### src/rtl/fifo_arb_pkg.sv
// fifo_arb_pkg
// Shared types and helpers for the FIFO write-port arbiter.
//   state_e  : arbiter FSM states (IDLE = arbitration cycle, BURST = granted).
//   MAX_REQ  : widest request vector the round-robin helper can search.
//   RR_IDX_W : width of the index returned by next_rr (grant-id width).
//   next_rr  : round-robin winner search starting just above 'last'.
package fifo_arb_pkg;

    typedef enum logic {
        IDLE  = 1'b0,
        BURST = 1'b1
    } state_e;

    localparam int MAX_REQ  = 32;
    localparam int RR_IDX_W = $clog2(MAX_REQ);

    // Returns the first set request bit found searching upward from last+1,
    // wrapping at num_req. Returns 0 when no request is set (callers qualify
    // the result with their own any-request flag). The loop is bounded by the
    // constant MAX_REQ so it unrolls to a fixed priority network.
    function automatic logic [RR_IDX_W-1:0] next_rr(
        input logic [MAX_REQ-1:0]  req,
        input logic [RR_IDX_W-1:0] last,
        input int unsigned         num_req
    );
        logic [RR_IDX_W-1:0] win;
        logic [RR_IDX_W-1:0] idx_w;
        logic                found;
        int unsigned         idx;
        win   = '0;
        found = 1'b0;
        for (int unsigned k = 1; k <= MAX_REQ; k++) begin
            if (k <= num_req) begin
                idx   = (32'(last) + k) % num_req;
                idx_w = idx[RR_IDX_W-1:0];
                if (!found && req[idx_w]) begin
                    win   = idx_w;
                    found = 1'b1;
                end
            end
        end
        return win;
    endfunction

endpackage

### src/rtl/fifo_wr_arbiter_rr_picker.sv
// rr_picker
// Combinational round-robin priority selector.
//   req        : request bits, one per requester.
//   last_grant : requester granted most recently (lowest priority now).
//   winner     : first requester above last_grant with req set (wraps).
//   any_req    : at least one request bit is set; qualifies winner.
module rr_picker
    import fifo_arb_pkg::*;
#(
    parameter int NUM_REQ = 4,
    parameter int GW      = 2
) (
    input  logic [NUM_REQ-1:0] req,
    input  logic [GW-1:0]      last_grant,
    output logic [GW-1:0]      winner,
    output logic               any_req
);

    // Zero-extend the request vector to the helper's fixed search width.
    logic [MAX_REQ-1:0] req_ext;

    generate
        for (genvar gi = 0; gi < MAX_REQ; gi++) begin : g_ext
            if (gi < NUM_REQ) begin : g_live
                assign req_ext[gi] = req[gi];
            end else begin : g_pad
                assign req_ext[gi] = 1'b0;
            end
        end
    endgenerate

    assign winner  = GW'(next_rr(req_ext, RR_IDX_W'(last_grant), NUM_REQ));
    assign any_req = |req;

endmodule

### src/rtl/fifo_wr_arbiter.sv
// fifo_wr_arbiter
// Round-robin arbiter sharing the FIFO write port between NUM_REQ requesters.
// A requester is granted for a burst of at most MAX_BURST words; each word is
// acknowledged combinationally and written to the FIFO one cycle later through
// registered wr_en/data_in. The FIFO avail count is used as write credit, with
// one slot reserved for a write already in flight.
//   wr_clk, wr_rst : write clock, asynchronous active-low reset.
//   req, req_data  : per-requester word valid and packed words.
//   ack            : one-hot, word on the granted slice consumed this cycle.
//   FIFO_full/avail: FIFO status used as credit.
//   wr_en, data_in : registered FIFO write strobe and data.
//   grant_id, busy : current/last grant, high while a burst is open.
//   stall_cnt      : saturating count of blocked grant cycles.
module fifo_wr_arbiter
    import fifo_arb_pkg::*;
#(
    parameter int DATA_WIDTH = 8,
    parameter int ADDR_WIDTH = 5,
    parameter int NUM_REQ    = 4,
    parameter int MAX_BURST  = 4
) (
    input  logic                          wr_clk,
    input  logic                          wr_rst,
    input  logic [NUM_REQ-1:0]            req,
    input  logic [NUM_REQ*DATA_WIDTH-1:0] req_data,
    output logic [NUM_REQ-1:0]            ack,
    input  logic                          FIFO_full,
    input  logic [ADDR_WIDTH:0]           avail,
    output logic                          wr_en,
    output logic [DATA_WIDTH-1:0]         data_in,
    output logic [$clog2(NUM_REQ)-1:0]    grant_id,
    output logic                          busy,
    output logic [15:0]                   stall_cnt
);

    localparam int GW  = $clog2(NUM_REQ);
    localparam int BW  = $clog2(MAX_BURST + 1);
    localparam int AVW = ADDR_WIDTH + 1;

    state_e                state_reg,      state_next;
    logic [GW-1:0]         grant_id_reg,   grant_id_next;
    logic [GW-1:0]         last_grant_reg, last_grant_next;
    logic [BW-1:0]         beat_reg,       beat_next;
    logic                  wr_en_reg,      wr_en_next;
    logic [DATA_WIDTH-1:0] data_in_reg,    data_in_next;
    logic [15:0]           stall_cnt_reg,  stall_cnt_next;

    logic [GW-1:0]         winner;
    logic                  any_req;
    logic                  req_g;
    logic                  credit_ok;
    logic                  accept;
    logic [DATA_WIDTH-1:0] slice_data [NUM_REQ];
    logic [DATA_WIDTH-1:0] sel_data;

    rr_picker #(
        .NUM_REQ (NUM_REQ),
        .GW      (GW)
    ) u_rr_picker (
        .req        (req),
        .last_grant (last_grant_reg),
        .winner     (winner),
        .any_req    (any_req)
    );

    generate
        for (genvar gi = 0; gi < NUM_REQ; gi++) begin : g_port
            assign slice_data[gi] = req_data[gi*DATA_WIDTH +: DATA_WIDTH];
            assign ack[gi]        = accept && (grant_id_reg == GW'(gi));
        end
    endgenerate

    assign req_g    = req[grant_id_reg];
    assign sel_data = slice_data[grant_id_reg];

    // A write in flight (wr_en_reg) is not yet reflected in avail, so it
    // must be counted against the free slots before accepting another word.
    assign credit_ok = !FIFO_full && (avail > AVW'(wr_en_reg));
    assign accept    = (state_reg == BURST) && req_g && credit_ok;

    always_comb begin
        state_next      = state_reg;
        grant_id_next   = grant_id_reg;
        last_grant_next = last_grant_reg;
        beat_next       = beat_reg;
        wr_en_next      = 1'b0;
        data_in_next    = data_in_reg;
        stall_cnt_next  = stall_cnt_reg;
        case (state_reg)
            IDLE: begin
                if (any_req) begin
                    grant_id_next = winner;
                    beat_next     = '0;
                    state_next    = BURST;
                end
            end
            BURST: begin
                if (accept) begin
                    wr_en_next   = 1'b1;
                    data_in_next = sel_data;
                    beat_next    = beat_reg + BW'(1);
                    if (beat_reg == BW'(MAX_BURST - 1)) begin
                        last_grant_next = grant_id_reg;
                        state_next      = IDLE;
                    end
                end else if (!req_g) begin
                    // Requester went quiet (possibly while blocked): close the burst.
                    last_grant_next = grant_id_reg;
                    state_next      = IDLE;
                end else if (stall_cnt_reg != 16'hFFFF) begin
                    stall_cnt_next = stall_cnt_reg + 16'd1;
                end
            end
            default: state_next = IDLE;
        endcase
    end

    always_ff @(posedge wr_clk or negedge wr_rst) begin
        if (!wr_rst) begin
            state_reg      <= IDLE;
            grant_id_reg   <= '0;
            last_grant_reg <= GW'(NUM_REQ - 1);
            beat_reg       <= '0;
            wr_en_reg      <= 1'b0;
            data_in_reg    <= '0;
            stall_cnt_reg  <= '0;
        end else begin
            state_reg      <= state_next;
            grant_id_reg   <= grant_id_next;
            last_grant_reg <= last_grant_next;
            beat_reg       <= beat_next;
            wr_en_reg      <= wr_en_next;
            data_in_reg    <= data_in_next;
            stall_cnt_reg  <= stall_cnt_next;
        end
    end

    assign wr_en     = wr_en_reg;
    assign data_in   = data_in_reg;
    assign grant_id  = grant_id_reg;
    assign busy      = (state_reg == BURST);
    assign stall_cnt = stall_cnt_reg;

endmodule

### config.mk
export PLATFORM = sky130hd
export DESIGN_NAME = fifo_wr_arbiter
export DESIGN_NICKNAME = d
export VERILOG_FILES = /design/src/rtl/fifo_arb_pkg.sv /design/src/rtl/fifo_wr_arbiter_rr_picker.sv /design/src/rtl/fifo_wr_arbiter.sv
export SDC_FILE = /design/constraint.sdc
export NUM_CORES = 1
export LEC_CHECK = 0
export ABC_AREA = 1
export BUFFER_PORTS_ARGS = -buffer_cell sky130_fd_sc_hd__buf_2
export CAP_MARGIN = 0
export CORE_ASPECT_RATIO = 1.1
export CORE_MARGIN = 2
export CORE_UTILIZATION = 30
export CTS_BUF_LIST = sky130_fd_sc_hd__clkbuf_16
export CTS_CLUSTER_DIAMETER = 100
export DETAILED_ROUTE_END_ITERATION = 8
export PLACE_DENSITY_LB_ADDON = 0.12
export SLEW_MARGIN = 20
export SYNTH_ARGS = -nofsm -noshare
export SYNTH_HDL_FRONTEND = slang
export SYNTH_SLANG_ARGS = --single-unit
export TNS_END_PERCENT = 20
### constraint.sdc
create_clock -name wr_clk -period 3.3 [get_ports wr_clk]
set_input_delay 0.495 -clock wr_clk [delete_from_list [all_inputs] [get_ports wr_clk]]
set_output_delay 0.495 -clock wr_clk [all_outputs]
set_load 0.02 [all_outputs]
After elaboration in Yosys (flattened, before gate mapping)
Cells that the tools add are included.
{"block": "totals", "output_inout_bits": 32, "rom_bits": 0, "mem_bits_rw": 0, "n_memories": 0, "latch_bits": 0, "word_cells": 86, "regBits": 33, "input_bits": 45}
{"block": "classes", "n_div": 0, "n_reduce_logical": 21, "n_lt_le_gt_ge": 7, "n_eq_ne": 9, "bitwise_logic": 3, "addsub": 6, "multipliers": 0, "shift": 0, "mux": 33}
{"op": "$lt A2 B6 Y1 const B", "count": 4}
{"op": "$add A16 B1 Y16 const B", "count": 1}
{"op": "$bmux W8 S2", "count": 1}
{"op": "$mux W8", "count": 2}
{"op": "$ne A16 B16 Y1 const B", "count": 1}
{"op": "$mux W1", "count": 14}
{"op": "$mux W2", "count": 7}
{"op": "$bmux W1 S2", "count": 5}
{"op": "$logic_and A1 B1 Y1", "count": 10}
{"op": "$gt A6 B1 Y1", "count": 1}
{"op": "$mux W3", "count": 2}
{"op": "$ne A2 B1 Y1 const B", "count": 3}
{"op": "$pmux W3 S2", "count": 1}
{"op": "$reduce_and A2 Y1", "count": 3}
{"op": "$add A2 B1 Y2 const B", "count": 2}
{"op": "$add A2 B2 Y2 const B", "count": 2}
{"op": "$eq A2 B2 Y1 const B", "count": 2}
{"op": "$logic_not A1 Y1", "count": 4}
{"op": "$reduce_and A4 Y1", "count": 1}
{"op": "$reduce_or A4 Y1", "count": 1}
{"op": "$add A3 B1 Y3 const B", "count": 1}
{"op": "$eq A3 B2 Y1 const B", "count": 1}
{"op": "$ge A3 B3 Y1 const B", "count": 1}
{"op": "$lt A2 B3 Y1 const B", "count": 1}
{"op": "other kinds (7)", "count": 8}

Depth between registers and ports, before layout
Gate-level depths: netlist (run 1).
{"block": "depth", "ltp_word": 13, "mapped_depth": 11, "ltp_nobuf": 10}

By module
A second synthesis (run 1) with hierarchy kept.
{"block": "hier_totals", "cells_unflattened": 363, "area_unflattened_um2": 2476.1}
{"module": "fifo_wr_arbiter", "seq_area_each_um2": 828.3, "instances": 1, "area_each_um2": 2174.6, "cells_each": 313}
{"module": "rr_picker", "seq_area_each_um2": 0.0, "instances": 1, "area_each_um2": 301.5, "cells_each": 50}

Worst setup path before layout (run 1)
OpenSTA, ideal clock, no wires.
{"block": "synth_timing", "kind": "in2out", "startpoint": "input avail[0]", "endpoint": "output ack[0]", "arrival_time_ns": 2.099, "path_buffers": 1, "path_stages": 9, "t_required_ns": 2.805, "path_slack_ns": 0.706, "path_cell_list": "inv_1 > ha_1 > or2_2 > nand3_1 > nand2_1 > inv_1 > nand3_1 > buf_2 > nor3_1"}
{"block": "synth_via", "elab_chain_len": 4}
{"element": "from (decl)", "line_no": "fifo_wr_arbiter.sv:28", "rtl": "input logic [ADDR_WIDTH:0] avail,"}
{"element": "$gt A6 B1 Y1", "line_no": "fifo_wr_arbiter.sv:78", "rtl": "assign credit_ok = !FIFO_full && (avail > AVW'(wr_en_reg));"}
{"element": "$logic_and A1 B1 Y1", "line_no": "fifo_wr_arbiter.sv:78"}
{"element": "$logic_and A1 B1 Y1", "line_no": "fifo_wr_arbiter.sv:79", "rtl": "assign accept = (state_reg == BURST) && req_g && credit_ok;"}
{"element": "$logic_and A1 B1 Y1", "line_no": "fifo_wr_arbiter.sv:69", "rtl": "assign ack[gi] = accept && (grant_id_reg == GW'(gi));"}
{"element": "to (decl)", "line_no": "fifo_wr_arbiter.sv:26", "rtl": "output logic [NUM_REQ-1:0] ack,"}
No other way between the ends.

Final worst setup path (run 1)
{"block": "layout_timing", "startpoint": "register wr_en_reg, in the netlist wr_en", "endpoint": "output ack[2]"}
{"block": "layout_via", "elab_chain_len": 4}
{"element": "from (decl)", "line_no": "fifo_wr_arbiter.sv:44", "rtl": "logic wr_en_reg, wr_en_next;"}
{"element": "from (signal assigned)", "line_no": "fifo_wr_arbiter.sv:132", "rtl": "wr_en_reg <= wr_en_next;"}
{"element": "$gt A6 B1 Y1", "line_no": "fifo_wr_arbiter.sv:78"}
{"element": "$logic_and A1 B1 Y1", "line_no": "fifo_wr_arbiter.sv:78"}
{"element": "$logic_and A1 B1 Y1", "line_no": "fifo_wr_arbiter.sv:79"}
{"element": "$logic_and A1 B1 Y1", "line_no": "fifo_wr_arbiter.sv:69"}
No other way between the ends.

==> results, run 1 <==
- The flow ran to the end, and the final reports show no timing, DRC or antenna violations.
- Summing the areas of all compound-gate instances in the mapped netlist gives about 4.8% of the synthesized area.
- In this run the count of I/O pins placed on the die edge is 77.
- The number of hold buffers added after CTS is 0.
- In this run, post-CTS repair resized a total of 0 instances.
- The tool flagged a number of max-cap violations equal to 0.
- The part of the total power dissipated in sequential elements is 30.5%.
- The peak ir drop on the vdd network is 278.3 µV.
- The clock tree synthesis step divided the H-tree into 2 levels.
- The final count of pins violating max slew was 0.
- The initialized floorplan defines 33 standard-cell rows.
- Dividing the final minimum period by the clock period gives between 80% and 90%.
- The routed length on met2 is 2776 µm.
- After Yosys synthesis, full adders, half adders and majority gates account for 2.217% of the synthesized area.
- In the routed layout, each cell is associated on average with a via count of 4.686.
- The wire length of the first global-routing pass is 9956 µm.
- Yosys mapped the design onto 30 distinct sky130hd cell types.
- Summed over all layers, the routed wires come to 5819 µm.
- The mean cell area of the mapped netlist is 6.819 µm².
- For this configuration, the core starts out at a cell density of a little under a third.
- The post-CTS setup-driven buffer insertion count is 0.
- The via count is 2310.
- The top cell types in the final layout, fill and taps aside, are 133 x sky130_fd_sc_hd__nand2_1, 76 x sky130_fd_sc_hd__buf_2, 50 x sky130_fd_sc_hd__nand3_1.
- The count of antenna diodes in the layout is 0.
- The kind of capture point of the worst setup path is an output port.
- In the synthesized netlist the async set-or-reset flop fraction comes to 100.0%.
- Leaving out fill and tap cells, the most frequent cell in the layout is sky130_fd_sc_hd__nand2_1.
- In this run the worst path has a maximum fanout of 6.
- The count of buffers added on input and output ports is 76.
- The final critical-path required period is 2.675 ns.
- After the last flow step, the layout net total stands at 454.
- The count of antenna-violating nets left after detailed routing is 0.
- The register bit count reported by yosys is 33.
- The final-report hold violation count is 0.
- The final setup violation count is 0.
- The total area of multi-input combinational cells is ~0.0013 mm².
- The net count after synthesis is 380.
- The library cell occupying the most area in the post-synthesis netlist is sky130_fd_sc_hd__dfrtp_1.
- Buffers inserted during clock tree synthesis total 5.
- After floorplanning, the core was sized to cover roughly 0.0074 mm².
- The slowest stage of the critical path belongs to the cell sky130_fd_sc_hd__dfrtp_1.
- Of the total synthesized cell area, the portion taken by XOR and XNOR cells is 4.268%.
- TritonCTS built the clock tree.
- The routed wire length on met3 is 246 µm.
- The number of antenna violations at the first check in global routing is 0.
- Traced cell by cell, the critical path runs through ha_1, or2_2, nand3_1, nand2_1, inv_1, nand3_1, nor3_1, buf_2.
- The reported leakage power is 1.623 nW.
- The setup slack on the worst flop-to-flop path is 1.19 ns.
- The growth of design area from synthesis to finish is 26.72%.
- The final-layout fill cell count is 801.
- After detailed routing, the number of remaining DRC violations is 0.
- The critical path is of the reg -> out type.
- The launching element type of the critical path is a flip-flop.
- The combined global-route utilization of all metal layers is 15.03%.
- The cell count after synthesis came out at 331.
- The endpoint of the worst-slack reg-to-reg timing path is stall_cnt[9].
- The final setup skew is 0.003361 ns.
- The source of the worst register-to-register timing path is stall_cnt[0].
- The half-perimeter wire length after placement is 4313 µm.
- The tightest min-delay check is of the in -> async type.
- The die is 94.98 µm tall.
- Data on the critical path is required at its endpoint by 2.80 ns.
- The most numerous cell type found on the critical path is sky130_fd_sc_hd__nand3_1.
- The kind of cell with the highest combined delay along the critical path is simple AND/OR/NAND/NOR gates.
- The wire length on met1 is 2712 µm.
- The power density relative to cell area is 768.7 mW/mm².
- The highest metal layer with signal wires is met4.
- The number of global-route vias before repair is 2188.
- After Yosys synthesis, and, or, nand and nor cells account for 44.84% of the synthesized area.
- The root buffer cell chosen for the clock tree is sky130_fd_sc_hd__clkbuf_16.
- Timing would allow up to between 300 and 400 MHz.
- The final routed wire length divided by cell count is 11.80 µm.
- The endpoint arrival time on the critical path is 2.18 ns.
- The design draws 0.002199 W.
- The most used flip-flop cell after synthesis is sky130_fd_sc_hd__dfrtp_1.
- The width of the die is 86.71 µm.
- The largest single stage delay on the critical path is 0.38 ns.
- The largest net degree at the start of global routing is 34.
- Clock tree synthesis found a total of 33 sinks.
- The number of detailed-route iterations in the first pass is 4.
- The clock tree buffer depth is 2.
- The fraction of synthesized cell area taken by the top area cell type is about a third.
- Clock-pin slew was measured on the worst setup and hold paths at ~0.050 ns.
- The count of yosys warnings during synthesis is 0.
- Summed over all nets, the switching power comes to 0.0009757 W.
- After synthesis, the share of cell area in mux cells is 0%.
- The final weighted congestion in routability-driven placement is 0.8060.
- Sorting the synthesized cells by area gives the leading types as sky130_fd_sc_hd__dfrtp_1 34%, sky130_fd_sc_hd__nand2_1 22%, sky130_fd_sc_hd__nand3_1 11%.
- Cells fill between 30% and 40% of the core in the end.
- The clock network fraction of total power is 23.5%.
- In this run switching power makes up 44.38% of total power.
- The number of enable-type register cells in the synthesized netlist is 0.
- The total area of sequential cells is roughly 830 µm².
- At the pin with the least slew margin, the transition time is about 0.77 ns.
- The cell count of the worst reg-to-reg path is 7.
- The total congestion overflow is 0.
- The critical path contains buffers and inverters numbering 2 combined.
- The internal power summed over all cells is 0.001223 W.
- The fraction of final layout cells with drive strength greater than 1 is 24.14%.
- Setup repair after global routing left no endpoint under its margin.
- The detailed router finished its first iteration with between 60 and 70 violations.
- In the final timing run, aggregate negative setup slack is 0 ns.
- After synthesis the cells add up to 0.002257 mm².
- The headroom to the max-slew limit is between 40 and 50%.
- Of the synthesized area, sequential elements account for 36.70%.
- After synthesis, the largest family of logic cells by area is simple AND/OR/NAND/NOR gates.
- The combinational group share of total power is 46.0%.
- The register with the most flip-flops in the layout has 16 of them.
- The worst-case hold slack is between 0.3 and 0.4 ns.
- The area of the die is 0.008235 mm².
- The clock latency at the later pin of the worst-skew pair is between 0.2 and 0.3 ns.
## worst max path at each step
stage / start / end / cells past startpoint / slack [ns]
after global placement: avail[0] / ack[2] / 10 / 0.66
after global routing: wr_en / ack[0] / 8 / 0.38
final: wr_en / ack[2] / 8 / 0.62
after detailed placement: avail[0] / ack[2] / 10 / 0.61
after floorplan: avail[0] / ack[0] / 9 / 0.71
after CTS: wr_en / ack[2] / 8 / 0.56
## power groups by stage
stage	sequential [W]	combinational [W]	clock, W
finish	0.000670	0.00101	0.000517
global route	0.000697	0.00118	0.000553
CTS	0.000674	0.00103	0.000536
detailed placement	0.000681	0.00103	0
global placement	0.000677	0.00103	0
floorplan	0.000704	0.000726	0
## kinds of logic (layout without fill, tap and decap cells)
logic type / Yosys count / in the layout
AOI/OAI and AO/OA: 21 / 21
xor gates and xnor gates: 11 / 11
adders and majority gates: 4 / 4
buffers and inverters: 37 / 112
DFF: 33 / 33
and+or+nand+nor: 225 / 225
## cell usage after synthesis, types with 2 or more instances
cell type / number
sky130_fd_sc_hd__ha_1: 4
sky130_fd_sc_hd__buf_4: 2
sky130_fd_sc_hd__nand2_4: 2
sky130_fd_sc_hd__nor2_8: 2
sky130_fd_sc_hd__inv_1: 23
sky130_fd_sc_hd__dfstp_2: 2
sky130_fd_sc_hd__nand3_1: 50
sky130_fd_sc_hd__or2_2: 2
sky130_fd_sc_hd__o21ai_0: 11
sky130_fd_sc_hd__nand2_1: 133
sky130_fd_sc_hd__buf_2: 6
sky130_fd_sc_hd__xor2_1: 7
sky130_fd_sc_hd__nand4_1: 4
sky130_fd_sc_hd__dfrtp_1: 31
sky130_fd_sc_hd__nor3_1: 5
sky130_fd_sc_hd__a21oi_1: 9
sky130_fd_sc_hd__xnor2_1: 4
sky130_fd_sc_hd__nor2_1: 21
sky130_fd_sc_hd__nand3b_1: 2
## through the flow
step	setup WS, ns	std cells	cell area (µm²)
after global routing	0.3787	493	2860
after floorplan	0.7063	331	2257
after CTS	0.5580	493	2860
final	0.6249	493	2860
after global placement	0.6626	485	2698
after detailed placement	0.6147	485	2698
## routing by layer
layer  GRT usage (%)  vias to the layer above
li1                -                     1218
met1           18.95                     1028
met5               0                        -
met3           2.797                        6
met4           5.990                        0
met2           25.26                       58
## final cells by class
type / count / share of cell area [%]
inverter: 26 / 3.456
sequential: 33 / 28.96
clock inverter: 3 / 1.312
clock buffer: 5 / 4.374
timing repair buffer: 78 / 13.82
tap: 87 / 3.806
multi-input combinational: 261 / 44.27
(Power assumes the default switching activity.)
==> inputs of run 2 (changes only) <==
clock period = 2.7 ns   (was 3.3 ns; I/O delays follow)
==> results, run 2 (same netlist as run 1, synthesis figures left out) <==
- The root buffer cell is sky130_fd_sc_hd__clkbuf_16.
- Summed over all layers, the routed wires come to a little under 6000 µm.
- Dividing the detail-routed wire length by the instance count gives 11.98 µm.
- The initial utilization of the core area, before any placement, comes to just over 30%.
- The height of the chip is 94.98 µm.
- The class of the most critical hold timing path is in -> async.
- The startpoint of the most critical setup path is wr_en.
- Leaving out fill and tap cells, the most frequent cells in the layout are 133 x sky130_fd_sc_hd__nand2_1, 76 x sky130_fd_sc_hd__buf_2, 49 x sky130_fd_sc_hd__nand3_1.
- Relative to the synthesized area, the layout overhead comes to 27.27%.
- The wire length of the first global-routing pass is 9998 µm.
- Along the worst path, the maximum fanout reaches 5.
- For this design the static power due to leakage is 1.629 nW.
- The critical path is of the reg -> out type.
- In this run the worst setup path terminates at ack[2].
- The HPWL after detailed placement is between 4000 and 5000 µm.
- The number of antenna violations at the first check in global routing is 0.
- The largest net degree at the start of global routing is 34.
- The combined global-route utilization of all metal layers is 15.07%.
- The number of buffers created by CTS is 5.
- The number of nets in the layout is 455.
- The final-report hold violation count is 0.
- The final setup skew is 0.005628 ns.
- The final count of pins violating max slew was 0.
- The number of hold buffers added after CTS is 0.
- TritonCTS built the clock tree.
- The power density relative to cell area is 940.6 mW/mm².
- The number of placed I/O pins is 77.
- After detailed routing, the number of vias per cell comes to 4.662.
- The endpoint identified for the worst register-to-register timing path is beat_reg[2].
- The H-tree was split into 2 levels.
- The die covers 0.008235 mm².
- Dividing the final minimum period by the clock period gives 92.33%.
- IR analysis of the VDD net gives a maximum drop of 519.6 µV.
- The worst setup path is captured at an output port.
- Cells with a size suffix above 1 make up between 20% and 30% of the layout.
- Overall power consumption after layout is estimated at around 0.0027 W.
- Adding up every negative setup slack in the final design gives 0 ns.
- The region available for standard cell placement spans ~0.0074 mm².
- The worst endpoint required time is 2.30 ns.
- The starting DRC count in detailed routing is ~80.
- The total congestion overflow is 0.
- The final weighted congestion in routability-driven placement is approximately 0.80.
- The number of antenna diodes in the final layout is 0.
- The worst register-to-register path begins at wr_en.
- Across all register-to-register paths, the minimum setup slack is slightly above 0.6 ns.
- The run finished with clean final reports.
- The number of global-route vias before repair was 2220.
- The total of cells resized after clock tree synthesis is 0.
- The worst-case hold slack is 0.2084 ns.
- The launching element type of the critical path is a flip-flop.
- For the worst setup path, the data arrival time is 2.09 ns.
- Leaving out fill and tap cells, the most frequent cell in the layout is sky130_fd_sc_hd__nand2_1.
- The clock passes through at most 2 buffers.
- The headroom to the max-slew limit is 47.42%.
- The clock latency at the later pin of the worst-skew pair is 0.27 ns.
- The number of setup buffers added after CTS is 0.
- Setup repair after global routing left no endpoint under its margin.
- The final setup violation count is 0.
- The via count is 2303.
- The detailed-route DRC error count is 0.
- The width of the die is 86.71 µm.
- The pin slew with the least headroom to its limit is 0.7886 ns.
- The count of antenna-violating nets left after detailed routing is 0.
- During placement, the flow inserted port buffers numbering 76.
- The clock-pin slew on the worst setup and hold paths is 0.05 ns.
- The first TritonRoute pass finished after 4 iterations.
- Clock tree synthesis found a total of 33 sinks.
- The register with the most flip-flops in the layout has 16 of them.
- The count of standard-cell rows is 33.
- Derived from the worst setup path, the maximum achievable clock frequency is 401.1 MHz.
- For the worst flop-to-flop path, the logic depth is 9.
- The smallest clock period supported by the final layout is computed as 2.493 ns.
- The max-capacitance violation count is 0.
run 2: cell types whose count changed in the layout (fill, tap and decap cells not counted):
cell and delta:
sky130_fd_sc_hd__nand3_2 +1, sky130_fd_sc_hd__buf_4 +1, sky130_fd_sc_hd__nand3_1 -1
run 2: critical path: stages, from the launching register on:
cell	delay, ns
sky130_fd_sc_hd__dfrtp_1	0.37
sky130_fd_sc_hd__ha_1	0.27
sky130_fd_sc_hd__or2_2	0.29
sky130_fd_sc_hd__nand3_1	0.08
sky130_fd_sc_hd__nand2_1	0.09
sky130_fd_sc_hd__inv_1	0.18
sky130_fd_sc_hd__nand3_2	0.17
sky130_fd_sc_hd__nor3_1	0.17
sky130_fd_sc_hd__buf_2	0.19
run 2: power by group:
group          total (W)  leakage [nW]  internal [W]  switching, W
logic            0.00125          1.11      0.000430      0.000822
registers       0.000815         0.433      0.000639      0.000176
clock network   0.000635        0.0826      0.000428      0.000206
run 2: final cells by class:
class	count	area [µm²]
clock buffers	5	125.1
fillers	784	4518
well taps	87	108.9
multi-input cells	261	1271
repair buffers	79	402.9
inverters	26	98.84
clock inverters	3	37.54
flip-flops and latches	33	828.3
run 2: worst min-delay path by stage:
stage	start	to	cells after the start
detailed placement	beat_reg[1]	beat_reg[1]	2
global route	wr_rst	stall_cnt[7]	1
global placement	data_in[3]	data_in[3]	2
finish	wr_rst	stall_cnt[10]	1
CTS	wr_rst	stall_cnt[7]	1
floorplan	wr_rst	beat_reg[0]	0
run 2: metal layers:
layer	track usage, %	up-vias	part of all wire (%)
li1	-	1209	-
met1	18.36	1026	46
met2	26.28	60	48
met3	2.710	8	4.8
met4	5.729	0	1.5
met5	0	-	0
run 2: metrics by stage:
| step | setup WS [ns] | util (%) | instances | instance area [µm²] |
|---|---|---|---|---|
| 2_1_floorplan | 0.2585 | - | 331 | 2257 |
| 3_3_place_gp | 0.2508 | 36.60 | 486 | 2705 |
| 3_5_place_dp | 0.2138 | 36.60 | 486 | 2705 |
| 4_1_cts | 0.06868 | 38.80 | 494 | 2868 |
| 5_1_grt | 0.01597 | 38.87 | 494 | 2873 |
| 6_report | 0.2071 | 38.87 | 494 | 2873 |
==> inputs of run 3 (changes only) <==
CORE_ASPECT_RATIO = 2   (was 1.1)
==> results, run 3 (same netlist as run 1, synthesis figures left out) <==
- The flow ran to the end, and the final reports show no timing, DRC or antenna violations.
- Max-cap violations in this run came to 0.
- The slowest stage of the critical path belongs to the cell sky130_fd_sc_hd__dfrtp_1.
- The final critical-path required period is 2.484 ns.
- The worst endpoint required time is ~2.3 ns.
- The final routed wire length divided by cell count is 12.76 µm.
- Setup violations remaining at the end of the flow were counted as 0.
- The largest fanout of any net on the critical path is 5.
- STA classifies the critical path endpoint as an output port.
- The period utilization is 92.01%.
- The first global-routing pass estimated 10850 µm of wire.
- The final total power is 0.002723 W.
- Once layout is done, the placed cells without fillers occupy 0.002887 mm².
- The clock latency at the later pin of the worst-skew pair is 0.28 ns.
- The worst path buffer plus inverter count is 2.
- Including well taps, the total number of placed cells is ~490.
- In this run the most used layer during global routing was met2.
- The startpoint of the most critical setup path is wr_en.
- The width of the die is 65.34 µm.
- The area inside the core boundary is 0.007267 mm².
- The setup slack on the worst flop-to-flop path is 0.61 ns.
- The met2 capacity usage during global routing is 32.59%.
- The endpoint arrival time on the critical path is 2.08 ns.
- The library cell used most frequently in the layout, excluding fill and tap cells, is sky130_fd_sc_hd__nand2_1.
- The count of antenna-violating nets left after detailed routing is 0.
- The fraction of final layout cells with drive strength greater than 1 is about a quarter.
- The die covers 0.008276 mm².
- In the global route stage, met3 resource usage came out at 2.571%.
- The reported leakage power is 1.633 nW.
- The number of buffers created by CTS is 5.
- The headroom to the max-slew limit is 48.26%.
- TritonCTS built the clock tree.
- Using the TritonRoute via totals, the vias-per-cell ratio works out to between 4 and 5.
- The net count of the finished layout is 456.
- Global routing used 16.55% of the available met1 tracks.
- The growth of design area from synthesis to finish is 27.88%.
- The final count of pins violating max slew was 0.
- After clock tree synthesis, the setup repair step added 0 buffers.
- The worst setup slack before clock tree synthesis is 0.2381 ns.
- The launching element type of the critical path is a flip-flop.
- The count of antenna diodes in the layout is 0.
- Between clock sinks in the finished design, the worst skew comes to about 0.0055 ns.
- The number of global-route vias before repair is about 2400.
- The detailed-route DRC error count is 0.
- The number of antenna violations at the first check in global routing was 0.
- The total overflow left after global routing is 0.
- The clock-pin slew on the worst setup and hold paths is 0.05 ns.
- Detailed placement finished with a half-perimeter wire length of 4981 µm.
- The count of standard-cell rows is 44.
- The number of placed I/O pins is 77.
- For this design, the sink count on the clock tree is 33.
- The clock tree buffer depth is 2.
- On the worst path, the slowest cell contributes a delay of 0.37 ns.
- Input and output buffers added on the ports amount to 76.
- The worst register-to-register path begins at wr_en.
- The family with the most delay on the worst path is simple AND/OR/NAND/NOR gates.
- The routed design has 6379 µm of wire.
- The level count of the clock H-tree is 2.
- The placed instances occupy a cell area of between 0.002 and 0.003 mm².
- The fmax is 402.5 MHz.
- The root buffer cell is sky130_fd_sc_hd__clkbuf_16.
- The number of detailed-route iterations in the first pass is 4.
- The type of the worst setup path is reg -> out.
- The die is 126.7 µm tall.
- The pin slew with the least headroom to its limit is 0.7761 ns.
- Setup slack on the critical path of the routed design comes to 0.2158 ns.
- The flip-flop count of the largest register after layout is 16.
- The finished layout holds 500 standard cells, fillers aside.
- In the layout the commonest cells are 133 x sky130_fd_sc_hd__nand2_1, 76 x sky130_fd_sc_hd__buf_2, 49 x sky130_fd_sc_hd__nand3_1.
- Entering global routing, the biggest net connects 34 pins.
- The signal on the critical path passes through ha_1, or2_2, nand3_1, nand2_1, inv_1, nand3_2, nor3_1, buf_2.
- The via count is 2349.
- The detailed router finished its first iteration with between 100 and 150 violations.
- The final-report hold violation count is 0.
- Setup repair after global routing left no endpoint under its margin.
- The peak ir drop on the vdd network is 741.3 µV.
- The post-route setup TNS is 0 ns.
- The power density relative to cell area is around 940 mW/mm².
- Routability-driven placement finished with a final weighted congestion of 0.7820.
- The class of the most critical hold timing path is in -> async.
- The initial core utilization is just over 30%.
- Global routing used 16.74% of the available tracks.
==> run 3: layout make-up <==
cell class	instances	area, µm²
Fill cell	792	4380
Timing Repair Buffer	80	410.4
Tap cell	92	115.1
Sequential cell	33	828.3
Clock buffer	5	125.1
Multi-Input combinational cell	261	1271
Inverter	26	98.84
Clock inverter	3	37.54
==> run 3: what timing repair did <==
| item | in CTS | in global routing |
|---|---|---|
| resized for setup | 0 | 1 |
| hold buffers | 0 | 0 |
| hold endpoints to repair | 0 | 0 |
| endpoints found under the setup margin | 0 | 3 |
==> run 3: power by group <==
part	switching [W]	internal, W	total, W
Combinational	0.000829	0.000429	0.00126
Clock	0.000210	0.000428	0.000638
Sequential	0.000187	0.000639	0.000826
==> run 3: per-stage QoR <==
| step | util (%) | hold slack (ns) |
|---|---|---|
| 2_1_floorplan | - | 0.1094 |
| 3_3_place_gp | 37.41 | 0.4585 |
| 3_5_place_dp | 37.41 | 0.4722 |
| 4_1_cts | 39.65 | 0.2324 |
| 5_1_grt | 39.72 | 0.2739 |
| 6_report | 39.72 | 0.2039 |
==> run 3: path summary, 6_finish.rpt <==
kind,depth (start not counted),endpoint
setup / recovery,8,ack[0]
hold / removal,1,stall_cnt[14]
setup reg to reg,9,beat_reg[2]
hold reg to reg,2,beat_reg[1]
max in group asynchronous,1,data_in[4]
min in group wr_clk,3,data_in[1]
==> run 3: routing by layer <==
metal | share of wire, % | wire length [µm] | vias up
met5 | 0 | 0 | -
met4 | 2.5 | 157 | 0
met3 | 4.0 | 254 | 10
met2 | 57 | 3649 | 66
met1 | 36 | 2316 | 1066
li1 | - | - | 1207
